--- src/rtl/bcd_disp_pkg.sv ---
// bcd_disp_pkg: shared FSM states, seven-segment codes and helpers for bcd_display_driver
package bcd_disp_pkg;

    typedef enum logic [1:0] {IDLE, SHIFT, UPDATE} state_t;

    localparam logic [7:0] SEG_0     = 8'hC0;
    localparam logic [7:0] SEG_1     = 8'hF9;
    localparam logic [7:0] SEG_2     = 8'hA4;
    localparam logic [7:0] SEG_3     = 8'hB0;
    localparam logic [7:0] SEG_4     = 8'h99;
    localparam logic [7:0] SEG_5     = 8'h92;
    localparam logic [7:0] SEG_6     = 8'h82;
    localparam logic [7:0] SEG_7     = 8'hF8;
    localparam logic [7:0] SEG_8     = 8'h80;
    localparam logic [7:0] SEG_9     = 8'h90;
    localparam logic [7:0] SEG_BLANK = 8'hFF;
    localparam logic [7:0] SEG_DASH  = 8'hBF;

    function automatic logic [63:0] pow10(input int n);
        logic [63:0] p;
        p = 64'd1;
        for (int i = 0; i < n; i++) p = p * 64'd10;
        return p;
    endfunction

    function automatic logic [7:0] seg_of(input logic [3:0] n);
        case (n)
            4'd0:    return SEG_0;
            4'd1:    return SEG_1;
            4'd2:    return SEG_2;
            4'd3:    return SEG_3;
            4'd4:    return SEG_4;
            4'd5:    return SEG_5;
            4'd6:    return SEG_6;
            4'd7:    return SEG_7;
            4'd8:    return SEG_8;
            4'd9:    return SEG_9;
            default: return SEG_BLANK;
        endcase
    endfunction

endpackage

--- src/rtl/bcd_display_driver_seg7_encode.sv ---
// seg7_encode: one BCD nibble to an active-low {dp,g..a} pattern with blank and dash overrides
module seg7_encode
    import bcd_disp_pkg::*;
(
    input  logic [3:0] nib,
    input  logic       dp,
    input  logic       blank,
    input  logic       dash,
    output logic [7:0] seg
);

    assign seg = dash ? SEG_DASH : blank ? SEG_BLANK : seg_of(nib) & {~dp, 7'h7F};

endmodule

--- src/rtl/bcd_display_driver.sv ---
// bcd_display_driver: serial double-dabble binary-to-BCD with blanking, dp and overflow to 7-seg
module bcd_display_driver
    import bcd_disp_pkg::*;
#(
    parameter int DIGITS = 6,
    parameter int BIN_W  = 20
) (
    input  logic                         clk,
    input  logic                         reset,
    input  logic                         start,
    input  logic [BIN_W-1:0]             bin_in,
    input  logic [$clog2(DIGITS+1)-1:0]  dp_pos,
    input  logic                         blank_lz,
    output logic                         busy,
    output logic                         done,
    output logic                         overflow,
    output logic [8*DIGITS-1:0]          seg_out
);

    localparam int CW  = $clog2(BIN_W + 1);
    localparam int BW  = 4 * DIGITS;
    localparam int DPW = $clog2(DIGITS + 1);
    localparam logic [63:0] MAXV = pow10(DIGITS) - 64'd1;

    state_t              state, nxt;
    logic [BIN_W-1:0]    bin_r;
    logic [BW-1:0]       bcd, adj;
    logic [CW-1:0]       cnt;
    logic [DPW-1:0]      dp_r;
    logic                blz_r, ovf_cap, z;
    logic [DIGITS-1:0]   blank, dp_on;
    logic [8*DIGITS-1:0] seg_nxt;

    always_ff @(posedge clk or posedge reset)
        if (reset) state <= IDLE;
        else       state <= nxt;

    always_comb
        nxt = state == IDLE  ? (start ? SHIFT : IDLE) :
              state == SHIFT ? (cnt == CW'(1) ? UPDATE : SHIFT) : IDLE;

    assign busy = state != IDLE;

    always_comb begin
        adj = bcd;
        for (int i = 0; i < DIGITS; i++)
            adj[4*i+:4] = bcd[4*i+:4] >= 4'd5 ? bcd[4*i+:4] + 4'd3 : bcd[4*i+:4];
    end

    // z tracks "every nibble from the top down to i is zero" for leading-zero blanking
    always_comb begin
        z     = 1'b1;
        blank = '0;
        dp_on = '0;
        for (int i = DIGITS - 1; i >= 0; i--) begin
            z        = z & (bcd[4*i+:4] == 4'd0);
            blank[i] = blz_r & z & (i > 0) & (i >= int'(dp_r));
            dp_on[i] = int'(dp_r) == i + 1;
        end
    end

    for (genvar g = 0; g < DIGITS; g++) begin : g_enc
        seg7_encode u_enc (
            .nib   (bcd[4*g+:4]),
            .dp    (dp_on[g]),
            .blank (blank[g]),
            .dash  (ovf_cap),
            .seg   (seg_nxt[8*g+:8])
        );
    end

    always_ff @(posedge clk or posedge reset)
        if (reset) begin
            bin_r    <= '0;
            bcd      <= '0;
            cnt      <= '0;
            dp_r     <= '0;
            blz_r    <= 1'b0;
            ovf_cap  <= 1'b0;
            done     <= 1'b0;
            overflow <= 1'b0;
            seg_out  <= '1;
        end else begin
            done <= state == UPDATE;
            if (state == IDLE && start) begin
                bin_r   <= bin_in;
                bcd     <= '0;
                cnt     <= CW'(BIN_W);
                dp_r    <= int'(dp_pos) > DIGITS ? '0 : dp_pos;
                blz_r   <= blank_lz;
                ovf_cap <= 64'(bin_in) > MAXV;
            end else if (state == SHIFT) begin
                {bcd, bin_r} <= {adj, bin_r} << 1;
                cnt          <= cnt - CW'(1);
            end else if (state == UPDATE) begin
                seg_out  <= seg_nxt;
                overflow <= ovf_cap;
            end
        end

endmodule

--- config.mk ---
export PLATFORM = sky130hd
export DESIGN_NAME = bcd_display_driver
export DESIGN_NICKNAME = d
export VERILOG_FILES = /design/src/rtl/bcd_disp_pkg.sv /design/src/rtl/bcd_display_driver_seg7_encode.sv /design/src/rtl/bcd_display_driver.sv
export SDC_FILE = /design/constraint.sdc
export NUM_CORES = 1
export LEC_CHECK = 0
export CORE_MARGIN = 2
export CORE_UTILIZATION = 50
export CTS_CLUSTER_DIAMETER = 120
export DETAILED_ROUTE_END_ITERATION = 10
export PLACE_DENSITY = 0.76
export SKIP_CTS_REPAIR_TIMING = 1
export SYNTH_ARGS = -nofsm -noshare
export SYNTH_HDL_FRONTEND = slang
export SYNTH_SLANG_ARGS = --single-unit
--- constraint.sdc ---
create_clock -name clk -period 4.3 [get_ports clk]
set_clock_uncertainty 0.2 [all_clocks]
set_input_delay 0.86 -clock clk [delete_from_list [all_inputs] [get_ports clk]]
set_output_delay 0.86 -clock clk [all_outputs]
set_load 0.005 [all_outputs]
==> results of run 1 <==
## flip-flops by register name, summed over array words and instances (netlist names), 2 cells and up
register	cells
bcd	24
bin_r	20
cnt	5
dp_r	3
seg_out	48
state	2
## metrics by stage
stage / setup WS, ns / power [uW] / utilization
5_1_grt: 1.61 / 5980 / 0.612
2_1_floorplan: 0.531 / 3760 / -
4_1_cts: 1.73 / 5550 / 0.612
3_5_place_dp: 1.46 / 4640 / 0.584
3_3_place_gp: 1.50 / 4540 / 0.584
6_report: 1.75 / 5520 / 0.612
## synth_stat cells, types with 2 or more instances
master     n  area share
a21o_1     6      0.0078
a21oi_1   37       0.032
a22oi_1   24       0.031
a31oi_1    8      0.0087
a41oi_1    2      0.0031
and2_1     2      0.0022
buf_2      9      0.0078
clkbuf_1  26       0.017
dfrtp_1   58        0.25
dfstp_2   48        0.22
ha_1      35       0.076
inv_1     29       0.019
mux2i_1   11       0.019
nand2_1   79       0.052
nand2b_1  10       0.011
nand3_1   26       0.023
nand4_1    2      0.0022
nor2_1    53       0.035
nor2b_1    2      0.0022
nor3_1     9      0.0078
nor3b_1    9       0.012
nor3b_2    3      0.0065
o211ai_2   2      0.0044
o21ai_0   54       0.047
o21bai_1   4      0.0052
o22a_1    29       0.044
o22ai_1    2      0.0022
o31ai_1    5      0.0065
xnor2_1   10       0.015
xor2_1     3      0.0046
## worst paths after layout
kind	end	slack [ns]	depth (start not counted)
worst max-delay path	busy	1.75	3
worst min-delay path	bin_r[9]$_DFFE_PP0P_	0.28	2
worst max register to register	seg_out[20]$_DFFE_PP1P_	1.80	6
worst min register to register	bin_r[9]$_DFFE_PP0P_	0.28	2
max in group asynchronous	seg_out[42]$_DFFE_PP1P_	2.15	3
min in group asynchronous	bcd[14]$_DFFE_PP0P_	0.90	2
## per-layer routing
| layer | share of wire | vias up | track usage |
|---|---|---|---|
| met1 | 0.45 | 2226 | 0.288 |
| met2 | 0.47 | 152 | 0.349 |
| met3 | 0.048 | 24 | 0.0383 |
| met5 | 0 | - | 0 |
| met4 | 0.027 | 0 | 0.0897 |
| li1 | - | 2267 | - |
## worst min-delay path, stage by stage (launching register included)
cell and delay, ns:
dfrtp_1 0.34, nand2_1 0.05, nand2_1 0.06
## final cells by class
class                   count  area share
flip-flops and latches    106       0.391
clock buffers               9      0.0325
well taps                 143      0.0258
clock inverters             7      0.0135
multi-input cells         439       0.400
repair buffers             85       0.120
inverters                  30      0.0166
## kinds of logic (layout without fill, tap and decap cells)
| family | Yosys count | count (layout) | synth area share |
|---|---|---|---|
| simple gates | 202 | 202 | 0.165 |
| xor+xnor | 13 | 13 | 0.0198 |
| flops | 106 | 106 | 0.472 |
| mux | 12 | 12 | 0.0211 |
| fa+ha+maj | 35 | 35 | 0.0763 |
| compound gates | 177 | 177 | 0.199 |
| buf+inv | 67 | 131 | 0.0460 |
## power by group
group	switching (uW)	leakage, uW	total, uW	internal, uW
Sequential	536	0.00122	2140	1600
Clock	372	0.000153	881	510
Combinational	1200	0.00157	2500	1300
==> impl_metrics.tcl, run 1 <==
set metrics [dict create \
    status "finished, final reports clean" \
    fin_crit_sh 0.594 \
    cts_tree "built" \
    syn_avg_cell_area_um2 9.38 \
    regArea_mm2 0.00271 \
    multi_input_area_mm2 0.00278 \
    die_height_um 111 \
    nNetsFinal 733 \
    dr.first_iter.drc_count 262 \
    cp-startpoint "state[1]$_DFF_PP0_" \
    placedCellCount 803 \
    cts-root-buf "clkbuf_16" \
    crit_required_ns 3.24 \
    netlist_instances 612 \
    cp-start-kind "flop" \
    drv_slew 0 \
    globalplace.congestion 0.883 \
    first_pass_iters 4 \
    path_clk_slew_ns 0.07 \
    io_buffers 77 \
    ys_types 45 \
    r2r-start "bcd[9]$_DFFE_PP0P_" \
    fin_cells 819 \
    ys_async_sr_fraction 1.00 \
    cts_buffers 9 \
    crit_type "flop to output pin" \
    synth.net_count 674 \
    critical-path-max-stage-delay_ns 0.46 \
    p_leak_uw 0.00295 \
    clock_sinks 106 \
    final_area_mm2 0.00693 \
    synth_area_mm2 0.00574 \
    cp_max_fo 6 \
    mostFrequentLayoutCell "nand2_1" \
    yosys_warnings 0 \
    tns_ns 0 \
    grt_overflow 0 \
    routed_wl_um 12900 \
    whs_ns 0.278 \
    path_cells "nor2_1, inv_1, clkdlybuf4s50_1" \
    cp.arrival_ns 1.49 \
    final_layout_size_suffix_gt1_frac 0.123 \
    hold_viol 0 \
    grt_pass1_wl_um 21700 \
    grt_pass1_vias 4493 \
    crit_path_top_delay_cell "dfrtp_1" \
    core_area_mm2 0.0113 \
    antenna_cells 0 \
    dpl_cell_area_mm2 0.00661 \
    power.density_mw_per_mm2 796 \
    critical_path_buf_inv_count 2 \
    worstHoldPathType "flop to flop" \
    vdd_ir_drop_max_v 0.000305 \
    clkLatencyLatePin_ns 0.35 \
    wire_per_inst_um 15.8 \
    track_usage 0.216 \
    num_io_pins 78 \
    ys_seq_elements 106 \
    min_from "bin_r[9]$_DFFE_PP0P_" \
    rsz0062_at_grt "no" \
    hpwl_um 8810 \
    cpLargestDelayFamily "buffers and inverters" \
    max_freq_mhz 391 \
    fp-row-count 39 \
    yosysSeqAreaShare 0.472 \
    cap_violations 0 \
    synthToLayoutAreaGrowth_pct 20.7 \
    drc 0 \
    worst_slew_pin_slew_ns 1.05 \
    synth-edff-count 0 \
    ant_nets 0 \
    crit_path_end_kind "output pin" \
    final-setup-viol-count 0 \
    initial_core_util 0.507 \
    die_area_mm2 0.0124 \
    antenna_found_initial 0 \
    die_w_um 111 \
    layout_common_cells "nand2_1 (79), clkdlybuf4s50_1 (77), dfrtp_1 (58), o21ai_0 (54), nor2_1 (53)" \
    viasPerCell 5.70 \
    fin_crit_ns 2.55 \
    fill_cells 946 \
    clockBufferDepth 2 \
    dr_total_vias 4669 \
    maxSlewHeadroom 0.302 \
    grt_max_degree 87 \
    synthFlopType "dfrtp_1" \
    htree_levels 3 \
]
No activity file was read; power rests on OpenSTA's default activity.
==> inputs of run 2 (changes only) <==
Settings changed: PLACE_DENSITY 0.76 to 0.79.
Clock period 4.3 ns to 2.2 ns, I/O delays scaled along.
==> run 2 against run 1 <==
Via count up 2.9%. Critical endpoint unchanged. First-iteration DRC count is 0.76% higher. Hold slack worse by 0.040 ns.
==> impl_metrics.tcl, run 2 (same netlist as run 1, synthesis figures left out) <==
set metrics [dict create \
    status "finished, final reports clean" \
    largest_register_ffs 48 \
    rsz0062_at_grt "no" \
    path_clk_slew_ns 0.07 \
    cp-start-kind "flop" \
    crit_path_end_kind "output pin" \
    drc 0 \
    core_area_mm2 0.0113 \
    max_freq_mhz 472 \
    ant_nets 0 \
    cp.arrival_ns 1.48 \
    grt_pass1_wl_um 23200 \
    cap_violations 0 \
    layout_common_cells "nand2_1 (79), clkdlybuf4s50_1 (77), dfrtp_1 (57), o21ai_0 (54), nor2_1 (52)" \
    regArea_mm2 0.00271 \
    hold_viol 0 \
    grt_overflow 0 \
    fill_cells 964 \
    clkLatencyLatePin_ns 0.35 \
    r2r_cells 6 \
    die_area_mm2 0.0124 \
    track_usage 0.229 \
    regMostFlops "seg_out" \
    viasPerCell 5.67 \
    dr.first_iter.drc_count 264 \
    final_layout_size_suffix_gt1_frac 0.161 \
    clockBufferDepth 2 \
    cp_max_fo 6 \
    wire_per_inst_um 16.0 \
    cts-root-buf "clkbuf_16" \
    placedCellCount 831 \
    synthToLayoutAreaGrowth_pct 24.9 \
    r2r-start "bcd[12]$_DFFE_PP0P_" \
    clock_sinks 106 \
    num_io_pins 78 \
    worstHoldPathType "primary input to asynchronous set/reset pin" \
    antenna_found_initial 0 \
    drv_slew 0 \
    worst-r2r-setup-slack_ns 0.20 \
    multi_input_area_mm2 0.00278 \
    fin_cells 847 \
    r2r_end "seg_out[12]$_DFFE_PP1P_" \
    dr_total_vias 4806 \
    vdd_ir_drop_max_v 0.000718 \
    fin_crit_sh 0.963 \
    die_w_um 111 \
    initial_core_util 0.507 \
    p_leak_uw 0.00309 \
    cts_tree "built" \
    globalplace.congestion 0.841 \
    final-setup-viol-count 0 \
    hpwl_um 9690 \
    power.density_mw_per_mm2 1560 \
    first_pass_iters 6 \
    grt_pass1_vias 4834 \
    fin_crit_ns 2.12 \
    mostFrequentLayoutCell "nand2_1" \
    maxSlewHeadroom 0.591 \
    worst_slew_pin_slew_ns 0.612 \
    setup_ws_ns 0.0805 \
    fp-row-count 39 \
    cts_buffers 9 \
    routed_wl_um 13600 \
    crit_type "flop to output pin" \
    grt_max_degree 42 \
    final_area_mm2 0.00717 \
    crit_required_ns 1.56 \
    io_buffers 77 \
    nNetsFinal 761 \
    htree_levels 3 \
    die_height_um 111 \
    antenna_cells 0 \
    reg_top3 "seg_out x48, bcd x24, bin_r x20" \
    place_ws_ns -0.204 \
    dpl_cell_area_mm2 0.00686 \
]
[run 2: cell count changes in the layout (fill, tap and decap cells not counted), sizes merged]
| cell | delta |
|---|---|
| clkbuf | +1 |
| clkinvlp | +1 |
| buf | +28 |
| inv | +1 |
| bufinv | -1 |
| clkinv | -2 |
[run 2: how the worst max path moves through the flow]
stage / start / end / slack, ns / depth (start not counted)
finish: state[0]$_DFF_PP0_ / busy / 0.08 / 3
global route: state[0]$_DFF_PP0_ / busy / 0.009 / 3
CTS: state[1]$_DFF_PP0_ / busy / 0.06 / 3
detailed placement: start / bin_r[10]$_DFFE_PP0P_ / -0.20 / 5
global placement: start / bin_r[17]$_DFFE_PP0P_ / -0.14 / 5
floorplan: bcd[12]$_DFFE_PP0P_ / seg_out[10]$_DFFE_PP1P_ / 0.31 / 6
[run 2: layout make-up]
cell class	count	area share
Multi-Input combinational cell	439	0.388
Clock inverter	6	0.00890
Timing Repair Buffer	113	0.150
Inverter	30	0.0162
Clock buffer	10	0.0333
Tap cell	143	0.0249
Sequential cell	106	0.378
[run 2: metrics by stage]
stage	TNS [ns]	utilization	total power, uW	hold WS (ns)
finish	0	0.634	11200	0.238
global route	0	0.634	12100	0.277
CTS	0	0.633	11200	0.245
detailed placement	-3.97	0.606	9530	0.265
global placement	-3.24	0.606	9240	0.259
floorplan	0	-	7350	0.238
[run 2: power by group]
group	switching, uW	internal [uW]	leakage [uW]	total (uW)
clock	730	916	0.000147	1650
combinational	2860	2830	0.00172	5690
sequential	685	3130	0.00122	3820
[run 2: worst max-delay path: stages, from the launching register on]
cell and delay, ns:
dfrtp_1 0.49, nor2_1 0.09, inv_1 0.06, clkdlybuf4s50_1 0.49
[run 2: layer usage]
metal	GRT usage	wire length (um)
met5	0	0
met1	0.279	5750
met2	0.412	7050
met4	0.0831	273
met3	0.0328	486
==> inputs of run 3 (changes only) <==
Settings changed: HOLD_SLACK_MARGIN from default to 0.05.
==> results of run 3 <==
Final layout, timing and power as in run 2 (identical DEF).
==> edit 1: new RTL, config.mk and constraints of run 2 <==
The 3 states of `state_t` get a one-hot encoding in 3 bits.
--- a/src/rtl/bcd_disp_pkg.sv
+++ b/src/rtl/bcd_disp_pkg.sv
@@ -1,7 +1,7 @@
 // bcd_disp_pkg: shared FSM states, seven-segment codes and helpers for bcd_display_driver
 package bcd_disp_pkg;
 
-    typedef enum logic [1:0] {IDLE, SHIFT, UPDATE} state_t;
+    typedef enum logic [2:0] {IDLE = 3'b001, SHIFT = 3'b010, UPDATE = 3'b100} state_t;
 
     localparam logic [7:0] SEG_0     = 8'hC0;
     localparam logic [7:0] SEG_1     = 8'hF9;
Check against the original RTL: same outputs for any inputs over 10 cycles, from zero or initial values and one cycle with reset high; not proved beyond that.
==> edit 1 against run 2 <==
Routed wire length rose by 1.2%. Sequential cell count increased by 1. Synthesized area increased by 1.6%. Design area rose by 1.2%. Critical path depth down 1. Sequential share of layout area is 0.12 points lower. Fmax is 1.7% lower. Worst hold slack gained 0.045 ns. Via count grew 1.6%. Worst setup slack got worse by 0.037 ns.
Power is not compared: it rests on default switching activity, and its combinational part moved more than twofold at a synthesized area within 25%.
==> edit 1: results <==
set metrics [dict create \
    status "finished clean" \
    nClkBuffers 11 \
    grtUsageTotal_pct 22.4 \
    r2r_start "state[0]" \
    met2_length_mm 6.54 \
    nonClkBufAreaFrac_pct 15.2 \
    dp_hpwl_mm 9.83 \
    met1_usage_pct 30.0 \
    dpl_cell_area_um2 6950 \
    drt_wl_total_mm 13.7 \
    path_max_fanout 5 \
    startpoint "state[0]" \
    vias 4881 \
    drtIter0Drc 326 \
    place_congestion 0.878 \
    seq_area_frac_synth_pct 46.9 \
    arrival_ns 1.52 \
    synth_fp_nets 692 \
    die_area_um2 12600 \
    finalNetCount 780 \
    dp.cells 850 \
    ys_seq_elements 107 \
    timing.reg2reg.setup_slack_ns 0.10 \
    clk_share_pct 4.20 \
    instances_no_fill 866 \
]
-- edit 1: power breakdown --
| group | total, W | switching (W) | internal, W |
|---|---|---|---|
| registers | 0.00253 | 0.000254 | 0.00228 |
| clock network | 0.00165 | 0.000733 | 0.000921 |
| logic | 0.00157 | 0.000929 | 0.000642 |
| total | 0.00576 | 0.00192 | 0.00384 |
-- edit 1: cells by family after synthesis --
logic type	synth area share [%]
AOI/OAI and AO/OA	18.6
DFF	46.9
buffers and inverters	5.10
xor gates and xnor gates	1.95
and+or+nand+nor	17.6
muxes	2.27
adders and majority gates	7.50
-- edit 1: stage by stage --
stage	total power, W	hold WS, ns	TNS, ns
floorplan	0.00360	0.238	0
global placement	0.00401	0.265	0
detailed placement	0.00410	0.264	0
CTS	0.00578	0.285	-0.262
global route	0.00610	0.299	-0.0135
finish	0.00576	0.283	0
-- edit 1: critical path: stages, from the launching register on --
cell            delay, ns
dfstp_2              0.57
or3b_1               0.40
dlymetal6s2s_1       0.19
==> edit 2: new RTL, config.mk and constraints of run 2 <==
Made on the original files. The parameter `DIGITS` goes from 6 to 12.
--- a/src/rtl/bcd_display_driver.sv
+++ b/src/rtl/bcd_display_driver.sv
@@ -2,7 +2,7 @@
 module bcd_display_driver
     import bcd_disp_pkg::*;
 #(
-    parameter int DIGITS = 6,
+    parameter int DIGITS = 12,
     parameter int BIN_W  = 20
 ) (
     input  logic                         clk,
Interface: changed (resized dp_pos and seg_out); port bits go from 78 to 127. The function was not compared with the original's and may differ.
==> edit 2 against run 2 <==
The flow now finishes with violations (setup timing). Count of clock-buffer cells in the layout rose by 8. Routed wire length rose by 92%. Worst setup slack got worse by 0.11 ns. Design area rose by 82%. Fmax fell by 5.0%. Sequential cell count rose by 71. Synthesized area rose by 76%. Power rose by 89%. Critical path type is now reg2reg.
==> edit 2: results <==
set metrics [dict create \
    max-vdd-ir-drop_uv 796 \
    ys.flop_type "dfstp_2" \
    worstMarginPinSlew_ns 0.711 \
    io_buffers 125 \
    min_path_type "reg2reg" \
    avgRoutedWirePerCell_um 16.6 \
    cts-root-buf "clkbuf_16" \
    grt_max_degree 62 \
    num-fill-cells 1570 \
    reg.largest.list "seg_out (96), bcd (48), bin_r (20)" \
    ys_types 58 \
    numCtsBuffers 17 \
    drtIter0Drc 511 \
    dpl_cell_area_um2 12300 \
    arrival_ns 2.41 \
    vias 8842 \
    seq_area_frac_synth_pct 45.1 \
    finalSetupViolCount 7 \
    violations "setup timing" \
    cts_max_level 4 \
    grtUsageTotal_pct 24.3 \
    dr.pass1.iters 5 \
    setup_slack_ns -0.0300 \
    clk_pin_slew_ns 0.07 \
    dp_hpwl_mm 17.7 \
    synth_fp_nets 1195 \
    clk_latency_ns 0.44 \
    path_max_fanout 7 \
    slowest_delay_ns 0.58 \
    status "finished with violations" \
    netlist_top_cells_area "dfstp_2 25%, dfrtp_1 20%, ha_1 8.4%" \
    grt_pass1_vias 8452 \
    diodes 0 \
    yosys_warnings 0 \
    place_congestion 0.903 \
    synthTopCellsByCount "133 x nand2_1, 104 x o21ai_0, 96 x dfstp_2" \
    pre_cts_ws_ns -0.283 \
    leakage_nw 5.62 \
    drive_gt1_share_pct 22.8 \
    worst_path_max_delay_cell "or4b_4" \
    critical-path-top-delay-family "simple AND/OR/NAND/NOR gates" \
    grt_first_pass_wirelength_mm 42.6 \
    switchingPower_w 0.00841 \
    finalNetCount 1382 \
    fin_tns_setup_ns -0.0953 \
]
edit 2: kinds of logic after synthesis:
kind of cell | after synthesis | share of synthesized area, %
fa+ha+maj | 68 | 8.43
buf+inv | 125 | 4.87
mux | 20 | 2.08
flops | 177 | 45.1
simple gates | 349 | 16.8
compound gates | 341 | 21.2
other cells | 1 | 0.0372
xor+xnor | 18 | 1.56
edit 2: cell type report:
| cell class | instances | area, µm² | area share [%] |
|---|---|---|---|
| clock buffer | 18 | 439 | 3.36 |
| inverter | 54 | 206 | 1.58 |
| multi-input combinational | 798 | 5240 | 40.1 |
| timing repair buffer | 238 | 2180 | 16.7 |
| tap | 265 | 332 | 2.54 |
| clock inverter | 14 | 120 | 0.919 |
| sequential | 177 | 4550 | 34.8 |
edit 2: routing by layer:
metal	track usage [%]	wire length (µm)
met5	0	0
met3	3.78	1400
met1	33.8	11700
met2	38.8	12200
met4	8.83	703
edit 2: worst reg2reg max path: cells and delay by family (launching register included):
| kind | cells | cell delay (ns) |
|---|---|---|
| simple gates | 4 | 1.36 |
| buf+inv | 1 | 0.09 |
| fa+ha+maj | 1 | 0.14 |
| flops | 1 | 0.39 |
edit 2: worst paths after layout:
check,startpoint,end,depth (start not counted)
setup / recovery,bcd[20],seg_out[13],6
setup reg to reg,bcd[20],seg_out[13],6
min in group asynchronous,reset,seg_out[59],2
hold reg to reg,seg_out[3],seg_out[3],2
hold / removal,seg_out[3],seg_out[3],2
max in group asynchronous,reset,seg_out[18],3
edit 2: power groups by stage:
stage / Sequential (W) / Clock [W] / Combinational, W
3_3_place_gp: 0.00633 / 0 / 0.0109
4_1_cts: 0.00636 / 0.00297 / 0.0114
5_1_grt: 0.00661 / 0.00310 / 0.0131
6_report: 0.00641 / 0.00293 / 0.0118
2_1_floorplan: 0.00639 / 0 / 0.00675
3_5_place_dp: 0.00638 / 0 / 0.0113
edit 2: metrics by stage:
stage	hold WS [ns]	power, W	cells
4_1_cts	0.280	0.0207	1553
5_1_grt	0.290	0.0228	1564
2_1_floorplan	0.244	0.0131	1099
3_5_place_dp	0.264	0.0176	1521
6_report	0.270	0.0211	1564
3_3_place_gp	0.244	0.0172	1521
